### src/rtl/mem_bus_ctrl.sv
// mem_bus_ctrl: runs one ROM/RAM/IO bus cycle per request, with region decode,
// active-low selects/strobes, programmable wait states and read-data return.
// Optional build macro: MEM_WAIT_EN adds an active-low mem_wait stall input
// that can stretch ACCESS once the wait counter has expired.
module mem_bus_ctrl #(
  parameter int unsigned           WIDTH          = 16,
  parameter int unsigned           DATA_WIDTH     = 8,
  parameter logic [WIDTH-1:0]      ROM_SIZE       = WIDTH'('h8000),
  parameter logic [WIDTH-1:0]      IO_BASE        = WIDTH'('hFF00),
  parameter int unsigned           WAIT_STATES    = 0,
  parameter int unsigned           IO_WAIT_STATES = 2
) (
  input  logic                  clk,
  input  logic                  reset,
  input  logic                  req,
  input  logic                  write,
  input  logic [WIDTH-1:0]      addr_in,
  input  logic [DATA_WIDTH-1:0] data_in,
  input  logic [DATA_WIDTH-1:0] mem_rdata,
`ifdef MEM_WAIT_EN
  input  logic                  mem_wait,
`endif
  output logic [WIDTH-1:0]      mem_addr,
  output logic [DATA_WIDTH-1:0] mem_wdata,
  output logic                  rom_cs,
  output logic                  ram_cs,
  output logic                  io_cs,
  output logic                  mem_oe,
  output logic                  mem_we,
  output logic [DATA_WIDTH-1:0] data_out,
  output logic                  data_en,
  output logic                  busy,
  output logic                  done,
  output logic                  rom_wr_err
);

  localparam int unsigned CNT_W = 3;

  typedef enum logic [2:0] {
    S_IDLE    = 3'd0,
    S_SETUP   = 3'd1,
    S_ACCESS  = 3'd2,
    S_HOLD    = 3'd3,
    S_RELEASE = 3'd4
  } state_e;

  typedef enum logic [1:0] {
    REG_ROM = 2'd0,
    REG_RAM = 2'd1,
    REG_IO  = 2'd2
  } region_e;

  state_e                  state_q;
  region_e                 region_q;
  region_e                 region_c;
  logic                    armed_q;
  logic                    wr_n_q;
  logic [CNT_W-1:0]        cnt_q;
  logic [WIDTH-1:0]        addr_q;
  logic [DATA_WIDTH-1:0]   wdata_q;
  logic [DATA_WIDTH-1:0]   rdata_q;
  logic                    rom_cs_q;
  logic                    ram_cs_q;
  logic                    io_cs_q;
  logic                    oe_q;
  logic                    we_q;
  logic                    data_en_q;
  logic                    busy_q;
  logic                    done_q;
  logic                    rom_wr_err_q;
  logic                    mem_ready_c;

  // Device-side ready: stalls only matter once the wait counter is spent.
`ifdef MEM_WAIT_EN
  assign mem_ready_c = mem_wait;
`else
  assign mem_ready_c = 1'b1;
`endif

  // Region decode of the live address bus, used only at acceptance.
  always_comb begin
    region_c = REG_RAM;
    if (addr_in < ROM_SIZE) begin
      region_c = REG_ROM;
    end else if (addr_in >= IO_BASE) begin
      region_c = REG_IO;
    end
  end

  // Bus-cycle sequencer; every output is a register updated here.
  always_ff @(posedge clk) begin
    if (!reset) begin
      state_q      <= S_IDLE;
      region_q     <= REG_RAM;
      armed_q      <= 1'b1;
      wr_n_q       <= 1'b1;
      cnt_q        <= '0;
      addr_q       <= '0;
      wdata_q      <= '0;
      rdata_q      <= '0;
      rom_cs_q     <= 1'b1;
      ram_cs_q     <= 1'b1;
      io_cs_q      <= 1'b1;
      oe_q         <= 1'b1;
      we_q         <= 1'b1;
      data_en_q    <= 1'b0;
      busy_q       <= 1'b0;
      done_q       <= 1'b0;
      rom_wr_err_q <= 1'b0;
    end else begin
      done_q       <= 1'b0;
      rom_wr_err_q <= 1'b0;
      case (state_q)
        S_IDLE: begin
          if (req) begin
            armed_q <= 1'b1;
          end else if (armed_q) begin
            // Accept: latch the bus and assert the select for SETUP.
            armed_q  <= 1'b0;
            addr_q   <= addr_in;
            wdata_q  <= data_in;
            wr_n_q   <= write;
            region_q <= region_c;
            rom_cs_q <= (region_c != REG_ROM);
            ram_cs_q <= (region_c != REG_RAM);
            io_cs_q  <= (region_c != REG_IO);
            oe_q     <= ~write;
            busy_q   <= 1'b1;
            state_q  <= S_SETUP;
          end
        end
        S_SETUP: begin
          cnt_q   <= (region_q == REG_IO) ? CNT_W'(IO_WAIT_STATES)
                                          : CNT_W'(WAIT_STATES);
          // ROM is never write-strobed.
          we_q    <= wr_n_q | (region_q == REG_ROM);
          state_q <= S_ACCESS;
        end
        S_ACCESS: begin
          if (cnt_q != '0) begin
            cnt_q <= cnt_q - CNT_W'(1);
          end else if (mem_ready_c) begin
            oe_q         <= 1'b1;
            we_q         <= 1'b1;
            done_q       <= 1'b1;
            rom_wr_err_q <= ~wr_n_q & (region_q == REG_ROM);
            if (wr_n_q) begin
              rdata_q <= mem_rdata;
            end
            state_q <= S_HOLD;
          end
        end
        S_HOLD: begin
          rom_cs_q  <= 1'b1;
          ram_cs_q  <= 1'b1;
          io_cs_q   <= 1'b1;
          data_en_q <= wr_n_q;
          state_q   <= S_RELEASE;
        end
        S_RELEASE: begin
          // Wait for req to be released so one request yields one cycle.
          if (req) begin
            data_en_q <= 1'b0;
            armed_q   <= 1'b1;
            busy_q    <= 1'b0;
            state_q   <= S_IDLE;
          end
        end
        default: begin
          state_q <= S_IDLE;
        end
      endcase
    end
  end

  assign mem_addr   = addr_q;
  assign mem_wdata  = wdata_q;
  assign rom_cs     = rom_cs_q;
  assign ram_cs     = ram_cs_q;
  assign io_cs      = io_cs_q;
  assign mem_oe     = oe_q;
  assign mem_we     = we_q;
  assign data_out   = rdata_q;
  assign data_en    = data_en_q;
  assign busy       = busy_q;
  assign done       = done_q;
  assign rom_wr_err = rom_wr_err_q;

endmodule

### config.mk
export PLATFORM = sky130hd
export DESIGN_NAME = mem_bus_ctrl
export DESIGN_NICKNAME = d
export VERILOG_FILES = /design/src/rtl/mem_bus_ctrl.sv
export SDC_FILE = /design/constraint.sdc
export NUM_CORES = 1
export LEC_CHECK = 0
export ABC_AREA = 1
export BUFFER_PORTS_ARGS = -buffer_cell sky130_fd_sc_hd__clkbuf_2
export CAP_MARGIN = 40
export CORE_MARGIN = 2
export CORE_UTILIZATION = 34
export DETAILED_ROUTE_END_ITERATION = 6
export PLACE_DENSITY = 0.65
export SLEW_MARGIN = 0
export SYNTH_ARGS = -nofsm -noshare
export SYNTH_HDL_FRONTEND = slang
export SYNTH_SLANG_ARGS = --single-unit
### constraint.sdc
create_clock -name clk -period 1.1 [get_ports clk]
set_input_delay 0.165 -clock clk [delete_from_list [all_inputs] [get_ports clk]]
set_output_delay 0.165 -clock clk [all_outputs]
set_load 0.05 [all_outputs]
==> results.sh <==
export IMPL_final_common_cell="nor2_1"
export IMPL_intPower_uw=4114
export IMPL_drt_initial_drc_count=73
export IMPL_multi_input_area_um2=1120
export IMPL_slew_headroom=0.7218
export IMPL_drc=0
export IMPL_num_vias=2081
export IMPL_violations="negative setup slack"
export IMPL_ys_seq_area_frac=0.5161
export IMPL_cp_num_buf_inv=2
export IMPL_min_period_ns=1.235
export IMPL_hold_viol_final=0
export IMPL_hp_class="in -> reg"
export IMPL_finalHoldWorstSlack_ns=0.09581
export IMPL_crit_path_frequent_cell="inv_2"
export IMPL_slowest_stage="dfxtp_2"
export IMPL_syn_area_um2=1978
export IMPL_clkTransAtPathRegs_ns=0.09
export IMPL_hold_buffers=0
export IMPL_final_nets=404
export IMPL_cap_violations=0
export IMPL_drtAntennaViolNets=0
export IMPL_clkPwrFrac=0.226
export IMPL_yosys_area_top_type="dfxtp_1"
export IMPL_grt_max_degree=24
export IMPL_die_height_um=80.28
export IMPL_nFillCells=497
export IMPL_hpwlAfterDp_um=3619
export IMPL_power_share_switching=0.3846
export IMPL_finalSetupViolations=47
export IMPL_routed_wirelength_um=5735
export IMPL_setup_slack_ns=-0.1345
export IMPL_register_area_um2=1032
export IMPL_ioPinCount=77
export IMPL_rsz0062_at_grt="yes"
export IMPL_combPwrFrac=0.430
export IMPL_grt_usage=0.1839
export IMPL_slowest_delay_ns=0.33
export IMPL_utilization=0.5910
export IMPL_fp_dieArea_um2=6444
export IMPL_switching_power_uw=2571
export IMPL_die_w_um=80.28
export IMPL_power_leakage_uw=0.001521
export IMPL_viasPerCell=4.740
export IMPL_dr_pass1_iters=4
export IMPL_placementRows=27
export IMPL_yosys_top_cells_area="dfxtp_1 (52%), nor2_1 (14%), o21ai_0 (9.4%)"
export IMPL_initial_core_util=0.3549
export IMPL_slew_violations=0
export IMPL_cts_sinks=51
export IMPL_ys_types=25
export IMPL_fin_crit_sh=1.122
export IMPL_drt_wirelength_per_cell_um=13.06
export IMPL_syn_nets=298
export IMPL_numCtsBuffers=5
export IMPL_peakVddDrop_v=0.001148
export IMPL_grt_pass1_wl_um=9363
export IMPL_place_area_um2=2569
export IMPL_cts_buffer_depth=2
export IMPL_power_density_nw_per_um2=2029
export IMPL_fmax_ghz=0.8100
export IMPL_cp_required_ns=1.30
export IMPL_yosys_warnings=0
export IMPL_clk_latency_ns=0.30
export IMPL_antenna_found_initial=0
export IMPL_layout_common_cells="nor2_1 (64), dfxtp_1 (46), clkbuf_2 (38)"
export IMPL_cp_end_kind="flop"
export IMPL_crit_path_max_fanout=5
export IMPL_cp_start_kind="flop"
export IMPL_drive_gt1_frac=0.5232
export IMPL_finalSetupTns_ns=-4.742
export IMPL_tritoncts="done"
export IMPL_grt_ovfl_total=0
export IMPL_antenna_cells=0
export IMPL_worst_pin_slew_ns=0.4173
export IMPL_reg2reg_slack_ns=-0.13
export IMPL_synth_seq_cells=51
export IMPL_crit_family="simple AND/OR/NAND/NOR gates"
export IMPL_coreArea_um2=5574
export IMPL_synth_top_area_share=0.5161
export IMPL_worst_ep_arrival_time_ns=1.43
export IMPL_crit_type="reg -> reg"
export IMPL_status="finished, violations left"
export IMPL_portBuffers=76
export IMPL_place_gp_congestion=0.8272
export IMPL_final_area_um2=3294
export IMPL_cts_root_buffer="clkbuf_8"
export IMPL_synthToLayoutAreaGrowth_pct=66.54
export IMPL_grt_pass1_vias=2116
export IMPL_worstPathCellList="inv_2, ha_4, inv_2, nor2_4, nand3_4, o21ai_2, nor2_1"
export IMPL_finClkSkew_ns=0.003490
export IMPL_p_seq_frac=0.344
export IMPL_synthCells=260
export IMPL_syn_area_per_cell_um2=7.608
export IMPL_htreeDepth=2
-- cells by family (layout without fill, tap and decap cells) --
logic type / after synthesis / after routing / share of synthesized area
flops: 51 / 51 / 0.5161
buf+inv: 27 / 133 / 0.06261
simple gates: 130 / 131 / 0.2777
fa+ha+maj: 2 / 2 / 0.01265
compound gates: 49 / 49 / 0.1265
xor+xnor: 1 / 1 / 0.004428
-- state kept, by name, indices dropped and copies added (netlist names), 2 cells and up --
signal,flops
cnt_q,3
region_q,2
data_out,8
state_q,3
mem_wdata,8
mem_addr,16
-- power by group through the flow --
stage / Clock (uW) / Combinational (uW) / Sequential, uW
detailed placement: 0 / 2100 / 2320
global route: 1630 / 3080 / 2330
finish: 1510 / 2870 / 2300
global placement: 0 / 2080 / 2310
floorplan: 0 / 744 / 3120
CTS: 1560 / 2560 / 2290
-- through the flow --
step	instances	total power, uW	setup slack [ns]
global route	439	7037	-0.2170
CTS	436	6409	-0.08647
finish	439	6685	-0.1345
floorplan	260	3860	-0.02533
global placement	418	4394	-0.1505
detailed placement	418	4429	-0.2066
-- path summary, 6_finish.rpt --
path / depth (start not counted) / endpoint / from
max reg2reg: 7 / data_out[3] / cnt_q[0]
max: 7 / data_out[3] / cnt_q[0]
min reg2reg: 2 / mem_addr[8] / mem_addr[8]
min: 3 / mem_wdata[6] / data_in[6]
-- worst reg2reg max path: stages, from the launching register on --
cell     delay [ns]
dfxtp_2        0.33
inv_2          0.07
ha_4           0.14
inv_2          0.04
nor2_4         0.19
nand3_4        0.16
o21ai_2        0.15
nor2_1         0.06
-- routing by layer --
metal / part of all wire / vias to the layer above / track usage
met5: 0 / - / 0
met3: 0.037 / 6 / 0.03146
li1: - / 1061 / -
met1: 0.44 / 963 / 0.2138
met2: 0.51 / 51 / 0.3408
met4: 0.011 / 0 / 0.05593
-- synth_stat cells --
master,number
dfxtp_1,51
o21ai_0,37
ha_1,2
xnor2_1,1
nand4_4,1
nor4_1,1
inv_4,1
nand3_1,18
nand4_1,1
nand2_2,1
buf_6,2
inv_1,13
clkbuf_2,1
nand2_1,34
a21oi_1,10
clkinv_1,1
o211ai_1,2
buf_1,1
nor2_1,72
clkbuf_1,3
nand3_2,1
buf_2,2
nor2_4,1
clkinv_2,1
inv_2,2
-- cell type report --
class | count | share of cell area
Clock inverter | 2 | 0.01823
Sequential cell | 51 | 0.3133
Tap cell | 72 | 0.02735
Inverter | 18 | 0.02735
Timing Repair Buffer | 107 | 0.2518
Multi-Input combinational cell | 183 | 0.3399
Clock buffer | 6 | 0.02203
-- timing repair --
| item | 4_1_cts | 5_1_grt |
|---|---|---|
| endpoints found under the setup margin | 52 | 85 |
| setup buffers | 6 | 2 |
| hold endpoints to repair | 0 | 0 |
| gates cloned | 4 | 1 |
| gates resized for setup | 85 | 94 |
| pin swaps | 12 | 23 |
Power figures use the tool's default switching activity.
